==> src/rtl/apb_arbiter.sv <==
// Two-requester round-robin arbiter driving an APB-style SETUP/ACCESS sequence,
// with a watchdog that force-completes accesses whose slave never asserts ready.
module apb_arbiter #(
  parameter int unsigned ADDR_WIDTH = 32,
  parameter int unsigned DATA_WIDTH = 32,
  parameter int unsigned TIMEOUT    = 16
) (
  input  logic                  pclk,
  input  logic                  presetn,
  input  logic                  m0_req,
  input  logic [ADDR_WIDTH-1:0] m0_addr,
  input  logic [DATA_WIDTH-1:0] m0_wdata,
  input  logic                  m0_write,
  input  logic [3:0]            m0_stb,
  output logic                  m0_done,
  output logic [DATA_WIDTH-1:0] m0_rdata,
  output logic                  m0_err,
  input  logic                  m1_req,
  input  logic [ADDR_WIDTH-1:0] m1_addr,
  input  logic [DATA_WIDTH-1:0] m1_wdata,
  input  logic                  m1_write,
  input  logic [3:0]            m1_stb,
  output logic                  m1_done,
  output logic [DATA_WIDTH-1:0] m1_rdata,
  output logic                  m1_err,
  output logic [ADDR_WIDTH-1:0] paddr,
  output logic [DATA_WIDTH-1:0] pdata,
  output logic                  pwrite,
  output logic [3:0]            pstb,
  output logic                  psel,
  output logic                  penable,
  input  logic [DATA_WIDTH-1:0] prdata,
  input  logic                  ready,
  input  logic                  perr
);

  localparam int unsigned TCNT_WIDTH = $clog2(TIMEOUT + 1);
  localparam logic [TCNT_WIDTH-1:0] TCNT_LAST = TCNT_WIDTH'(TIMEOUT - 1);

  typedef enum logic [1:0] {IDLE, SETUP, ACCESS} state_t;

  state_t                  state_q, state_d;
  logic                    last_grant_q, last_grant_d;
  logic [TCNT_WIDTH-1:0]   tcnt_q, tcnt_d;
  logic [ADDR_WIDTH-1:0]   paddr_d;
  logic [DATA_WIDTH-1:0]   pdata_d;
  logic                    pwrite_d;
  logic [3:0]              pstb_d;
  logic                    psel_d, penable_d;
  logic                    m0_done_d, m1_done_d, m0_err_d, m1_err_d;
  logic [DATA_WIDTH-1:0]   m0_rdata_d, m1_rdata_d;
  logic                    grant;
  logic                    fin;
  logic                    fin_err;
  logic [DATA_WIDTH-1:0]   fin_rdata;

  // Next-state, bus fields and completion results for the registered outputs.
  always_comb begin
    state_d      = state_q;
    last_grant_d = last_grant_q;
    tcnt_d       = tcnt_q;
    paddr_d      = paddr;
    pdata_d      = pdata;
    pwrite_d     = pwrite;
    pstb_d       = pstb;
    psel_d       = psel;
    penable_d    = penable;
    m0_done_d    = 1'b0;
    m1_done_d    = 1'b0;
    m0_err_d     = 1'b0;
    m1_err_d     = 1'b0;
    m0_rdata_d   = '0;
    m1_rdata_d   = '0;
    fin          = 1'b0;
    fin_err      = 1'b0;
    fin_rdata    = '0;
    // On a tie the port that did not win last time gets the bus.
    grant        = (m0_req && m1_req) ? ~last_grant_q : m1_req;

    unique case (state_q)
      IDLE: begin
        if (m0_req || m1_req) begin
          last_grant_d = grant;
          paddr_d      = grant ? m1_addr  : m0_addr;
          pdata_d      = grant ? m1_wdata : m0_wdata;
          pwrite_d     = grant ? m1_write : m0_write;
          pstb_d       = grant ? m1_stb   : m0_stb;
          psel_d       = 1'b1;
          penable_d    = 1'b0;
          state_d      = SETUP;
        end
      end
      SETUP: begin
        penable_d = 1'b1;
        tcnt_d    = '0;
        state_d   = ACCESS;
      end
      ACCESS: begin
        if (ready) begin
          fin       = 1'b1;
          fin_err   = perr;
          fin_rdata = pwrite ? '0 : prdata;
        end else if (tcnt_q == TCNT_LAST) begin
          fin       = 1'b1;
          fin_err   = 1'b1;
        end else begin
          tcnt_d = tcnt_q + TCNT_WIDTH'(1);
        end
      end
      default: state_d = IDLE;
    endcase

    if (fin) begin
      psel_d    = 1'b0;
      penable_d = 1'b0;
      state_d   = IDLE;
      if (last_grant_q) begin
        m1_done_d  = 1'b1;
        m1_err_d   = fin_err;
        m1_rdata_d = fin_rdata;
      end else begin
        m0_done_d  = 1'b1;
        m0_err_d   = fin_err;
        m0_rdata_d = fin_rdata;
      end
    end
  end

  // State, watchdog, grant history and all outputs register here.
  always_ff @(posedge pclk or negedge presetn) begin
    if (!presetn) begin
      state_q      <= IDLE;
      last_grant_q <= 1'b1;
      tcnt_q       <= '0;
      paddr        <= '0;
      pdata        <= '0;
      pwrite       <= 1'b0;
      pstb         <= '0;
      psel         <= 1'b0;
      penable      <= 1'b0;
      m0_done      <= 1'b0;
      m1_done      <= 1'b0;
      m0_err       <= 1'b0;
      m1_err       <= 1'b0;
      m0_rdata     <= '0;
      m1_rdata     <= '0;
    end else begin
      state_q      <= state_d;
      last_grant_q <= last_grant_d;
      tcnt_q       <= tcnt_d;
      paddr        <= paddr_d;
      pdata        <= pdata_d;
      pwrite       <= pwrite_d;
      pstb         <= pstb_d;
      psel         <= psel_d;
      penable      <= penable_d;
      m0_done      <= m0_done_d;
      m1_done      <= m1_done_d;
      m0_err       <= m0_err_d;
      m1_err       <= m1_err_d;
      m0_rdata     <= m0_rdata_d;
      m1_rdata     <= m1_rdata_d;
    end
  end

endmodule

==> config.mk <==
export PLATFORM = sky130hd
export DESIGN_NAME = apb_arbiter
export DESIGN_NICKNAME = d
export VERILOG_FILES = /design/src/rtl/apb_arbiter.sv
export SDC_FILE = /design/constraint.sdc
export NUM_CORES = 1
export LEC_CHECK = 0
export ABC_AREA = 1
export CAP_MARGIN = 20
export CORE_MARGIN = 2
export CORE_UTILIZATION = 40
export DETAILED_ROUTE_END_ITERATION = 7
export GPL_ROUTABILITY_DRIVEN = 0
export PLACE_DENSITY = 0.92
export SLEW_MARGIN = 10
export SYNTH_ARGS = -nofsm -noshare
export SYNTH_HDL_FRONTEND = slang
export SYNTH_SLANG_ARGS = --single-unit
==> constraint.sdc <==
create_clock -name pclk -period 2 [get_ports pclk]
set_clock_uncertainty 0.05 [all_clocks]
set_input_delay 0.3 -clock pclk [delete_from_list [all_inputs] [get_ports pclk]]
set_output_delay 0.3 -clock pclk [all_outputs]
set_load 0.02 [all_outputs]
== Yosys cells after proc, flatten, opt, wreduce, memory -nomap -nowiden ==
Index checks and enable logic that the tools add are counted.

* $add $sub $neg: 1
* Equality and inequality tests: 7
* Muxes and demuxes: 37
* Bitwise gates (word level): 1
* Reduce and logical (&&, ||, !) cells: 12

{| class="wikitable"
|+ Operators by type and width
! cell !! count
|-
| $mux 32 || 9
|-
| $mux 1 || 20
|-
| $mux 5 || 2
|-
| $pmux 5 s2 || 1
|-
| $reduce_and 2->1 || 4
|-
| $ne 2x2->1 const B || 3
|-
| $pmux 2 s3 || 1
|-
| $reduce_bool 2->1 || 3
|-
| $add 5x1->5 const B || 1
|-
| $eq 5x4->1 const B || 1
|-
| $mux 2 || 2
|-
| $mux 4 || 1
|-
| $ne 3x3->1 const B || 1
|-
| $reduce_and 3->1 || 1
|-
| $reduce_bool 3->1 || 1
|-
| $eq 2x1->1 const B || 1
|-
| $eq 2x2->1 const B || 1
|-
| $logic_not 2->1 || 1
|-
| $pmux 1 s2 || 1
|-
| $logic_and 1x1->1 || 1
|-
| $logic_or 1x1->1 || 1
|-
| $not 1->1 || 1
|}

* Register bits: 147
* Input bits: 176
* Output and inout bits: 139
* Word-level logic and storage cells: 73

== Logic depth before layout (Yosys ltp) ==
* Word-level depth: 6
* Depth in mapped cells: 10
* Mapped depth without buffers: 10

== Worst setup path before layout ==
OpenSTA, ideal clock, no wires.

* Path kind: register to register
* From: register tcnt_q[0]
* To: register tcnt_q[0]
* Library setup time: 128 ps
* Arrival time: 1433 ps
* Required time: 1822 ps
* Path slack: 390 ps
* Cell stages (with the launch flop): 11
* Buffers on the path: 0
* Clock period less this slack: 1610 ps
* Cells stage by stage: dfrtp_1 ha_1 nand2_1 nor2_1 ha_1 nor2_1 nand2_1 nand2_1 inv_1 nand2_1 o21ai_0

* Cells in the longest elaborated chain, start to end: 4
* Elaborated cells between the ends (all ways): 7
* Classes of those cells: add/sub: 1; eq/ne: 2; mux: 3; reduce/logical: 1

{| class="wikitable"
|+ Ends and longest elaborated chain
! item !! line !! RTL
|-
| from (decl) || 44 || <nowiki>logic [TCNT_WIDTH-1:0] tcnt_q, tcnt_d;</nowiki>
|-
| from (signal assigned) || 150 || <nowiki>tcnt_q <= tcnt_d;</nowiki>
|-
| $add 5x1->5 || 107 || <nowiki>tcnt_d = tcnt_q + TCNT_WIDTH'(1);</nowiki>
|-
| $mux 5 || 103 || <nowiki>end else if (tcnt_q == TCNT_LAST) begin</nowiki>
|-
| $mux 5 || 99 || <nowiki>if (ready) begin</nowiki>
|-
| $pmux 5 s2 || 80 || <nowiki>unique case (state_q)</nowiki>
|}

Several ways; a longest one is shown, not always the timed one. The select of a mux whose other input is x is not followed.
A chain may end at the register's enable or synchronous reset.

== Worst setup path in the final report ==
* From: register pwrite
* To: output pwrite

{| class="wikitable"
|+ RTL lines
! item !! line !! RTL
|-
| from (decl) || 28 || <nowiki>output logic pwrite,</nowiki>
|-
| from (signal assigned) || 153 || <nowiki>pwrite <= pwrite_d;</nowiki>
|}

No word-level cell between the ends.

==> impl_results.md <==
* Number of global-route vias before repair at 6065
* Post-layout net count at 1108
* Number of buffer and inverter instances along the worst setup path at 1
* Worst-skew pair later-pin latency at 420 ps
* HPWL after DPL at 13900 microns
* Slowest stage delay, CP at 690 ps
* Register clock-pin slew on the reported worst setup and hold paths at 70 ps
* Maximum frequency from static timing analysis at 527 MHz
* Floorplan Core Area at 0.0150 sq mm
* Maximum fanout along the worst path at 3
* Buffers added on ports at 314
* Reg area at 0.00368 sq mm
* Kind of cell adding the most delay to the critical path: buffers and inverters
* Total grt overflow at 0
* GRT Total Usage at 24.1%
* Path type of the worst min-delay path: input pin to async pin
* Setup repair after global routing missed its margin: no
* Slew of the pin with the lowest slew margin at 548 ps
* Growth of design area from synthesis to finish at 65.8%
* Total number of placement rows at 45
* Routed len/inst at 17.0 microns
* Share of final-layout standard cells stronger than drive strength 1 at 6.79%
* Final standard cell area without fillers at 0.0101 sq mm
* Mean instance size in the synthesized netlist at 9.81 sq um
* Type of origin of the critical path: flip-flop
* Number of instances in the synthesized netlist at 619
* Sequential element share of the synthesized area at 60.6%
* Power density normalized to cell area at 1340 mW/mm^2
* Maximum Capacitance Violations at 0
* Clock sink count at 147
* Max clock buf depth at 2
* Primary flip-flop cell chosen by synthesis mapping: sky130_fd_sc_hd__dfrtp_1
* Die outline area at 0.0162 sq mm
* Power Total at 13.5 mW
* Initial DRC count at 491
* Worst path arrival time at 1550 ps
* Accumulated negative setup slack at 0 ps
* Count of unique library cells instantiated by Yosys at 24
* Required @ worst endpoint at 1650 ps
* # diodes at 0
* I/O pin total at 315
* Register-to-register path setup slack at 100 ps
* CP endpoint kind: output pin
* FFs w/ async S/R, synth at 100%
* EDFF count, synth at 0
* # DRC at 0
* Final count of negative-setup-slack endpoints at 0
* Yosys reg bits at 147
* Post-Place Cell Area at 0.00945 sq mm
* Post-Route WL at 19200 microns
* Initial antenna violation count at 0
* Yosys Warn Count at 0
* Number of buffers created by CTS at 17
* Maximum VDD drop at 908 uV
* Count of filler cells inserted in the layout at 1113
* Net count after synthesis at 797
* Crit path cell chain: clkdlybuf4s50_1
* Root buf cell: sky130_fd_sc_hd__clkbuf_16
* # H-tree levels at 4
* Footprint of the multi-input gates at 0.00207 sq mm
* Max-slew violations at 0
* Post-synthesis instance area at 0.00607 sq mm
* Most area-hungry cell type in the Yosys netlist: sky130_fd_sc_hd__dfrtp_1
* Area share of the leading cell type in the synthesized netlist at 60.2%
* Final Critical Period at 1900 ps
* Chip height at 127 microns
* DR pass1 iterations at 5
* TritonCTS clock tree: yes
* Most common cell in the netlist: sky130_fd_sc_hd__dfrtp_1
* First-pass GRT wire length at 30500 microns
* Starting utilization of the core area at 40.4%
* DR vias at 5777
* Top post-synthesis cells by count: sky130_fd_sc_hd__dfrtp_1, sky130_fd_sc_hd__nand3_1, sky130_fd_sc_hd__nand2_1, sky130_fd_sc_hd__nor2_1, sky130_fd_sc_hd__o21a_1
* Post-detailed-route via-to-cell ratio at 5.11
* Run status: complete, no violations
* Post-route clock period utilization at 94.9%
* Hold violation count in the final report at 0
* Top post-synthesis cells by area: sky130_fd_sc_hd__dfrtp_1, sky130_fd_sc_hd__nand3_1, sky130_fd_sc_hd__o21a_1, sky130_fd_sc_hd__nand2_1, sky130_fd_sc_hd__nor2_1
* Maximum number of pins on one net before global-route repair at 60
* Slew HR at 63.4%
* Standby leakage power at 4.36 nW
* Crit Path Class: flip-flop to output pin
* Crit-path slowest cell: sky130_fd_sc_hd__clkdlybuf4s50_1
* Number of nets still failing antenna checks after routing at 0
* Die boundary width at 127 microns
metal layers:
layer	part of all wire, %	track usage, %	vias to the layer above
li1	-	-	2691
met1	37	27.3	2767
met2	52	41.9	262
met3	6.8	6.37	57
met4	3.8	12.3	0
met5	0	0	-
power breakdown:
part / switching [mW] / internal, mW
clock network: 1.38 / 1.90
logic: 3.11 / 2.79
registers: 0.470 / 3.84
per-stage QoR:
stage	setup slack, ps	hold slack, ps	util [%]	cells
final	102	340	67.0	1131
after floorplan	390	-45.6	-	619
after CTS	73.4	354	67.0	1131
after detailed placement	164	218	62.9	1098
after global routing	31.9	379	67.0	1131
after global placement	219	219	62.9	1098
what timing repair did:
action                                 4_1_cts  5_1_grt
endpoints found under the hold margin       41        0
setup buffers                                0        0
hold buffers                                 1        0
gates resized for setup                      0        0
state kept, by name, summed over array words and instances, names as in the netlist, 2 cells and up:
| signal | count |
|---|---|
| m0_rdata | 32 |
| m1_rdata | 32 |
| paddr | 32 |
| pdata | 32 |
| pstb | 4 |
| state_q | 2 |
| tcnt_q | 5 |
logic make-up (layout without fill, tap and decap cells):
family / Yosys count / after routing / share of synthesized area (%)
simple gates: 335 / 335 / 24.3
flops: 147 / 147 / 60.6
compound gates: 77 / 77 / 9.21
buf+inv: 57 / 381 / 5.36
fa+ha+maj: 2 / 2 / 0.412
xor+xnor: 1 / 1 / 0.144
placed cells by master, fill, tap and decap left out:
master                              n
sky130_fd_sc_hd__a21oi_1            3
sky130_fd_sc_hd__buf_12             9
sky130_fd_sc_hd__buf_2              1
sky130_fd_sc_hd__buf_4             15
sky130_fd_sc_hd__buf_6              1
sky130_fd_sc_hd__bufinv_16          2
sky130_fd_sc_hd__clkbuf_16         17
sky130_fd_sc_hd__clkdlybuf4s50_1  312
sky130_fd_sc_hd__clkinv_4           1
sky130_fd_sc_hd__clkinvlp_4         2
sky130_fd_sc_hd__dfrtp_1          146
sky130_fd_sc_hd__dfstp_2            1
sky130_fd_sc_hd__dlygate4sd3_1      1
sky130_fd_sc_hd__ha_1               2
sky130_fd_sc_hd__inv_1             10
sky130_fd_sc_hd__inv_6              6
sky130_fd_sc_hd__inv_8              4
sky130_fd_sc_hd__nand2_1          115
sky130_fd_sc_hd__nand2_2            1
sky130_fd_sc_hd__nand2_4            1
sky130_fd_sc_hd__nand3_1          142
sky130_fd_sc_hd__nand4_1            1
sky130_fd_sc_hd__nor2_1            72
sky130_fd_sc_hd__nor2_2             1
sky130_fd_sc_hd__nor2_4             1
sky130_fd_sc_hd__nor3b_4            1
sky130_fd_sc_hd__o21a_1            69
sky130_fd_sc_hd__o21ai_0            3
sky130_fd_sc_hd__o21ai_1            1
sky130_fd_sc_hd__o22ai_1            1
sky130_fd_sc_hd__xor2_1             1
worst paths after layout:
kind                            cells after the start        from            to
worst max-delay path                                1      pwrite        pwrite
worst min-delay path                                2     presetn      pdata[3]
worst max register to register                     10   tcnt_q[0]     tcnt_q[0]
worst min register to register                      1   pdata[13]     pdata[13]
max in group asynchronous                           3     presetn  m1_rdata[20]
min in group pclk                                   3  prdata[18]  m1_rdata[18]
area by class of cell:
class,instances,area share (%)
Timing Repair Buffer,339,34.2
Multi-Input combinational cell,415,20.5
Sequential cell,147,36.6
Tap cell,188,2.34
Inverter,10,0.373
Clock buffer,17,4.23
Clock inverter,15,1.80
Power figures use the tool's default switching activity.
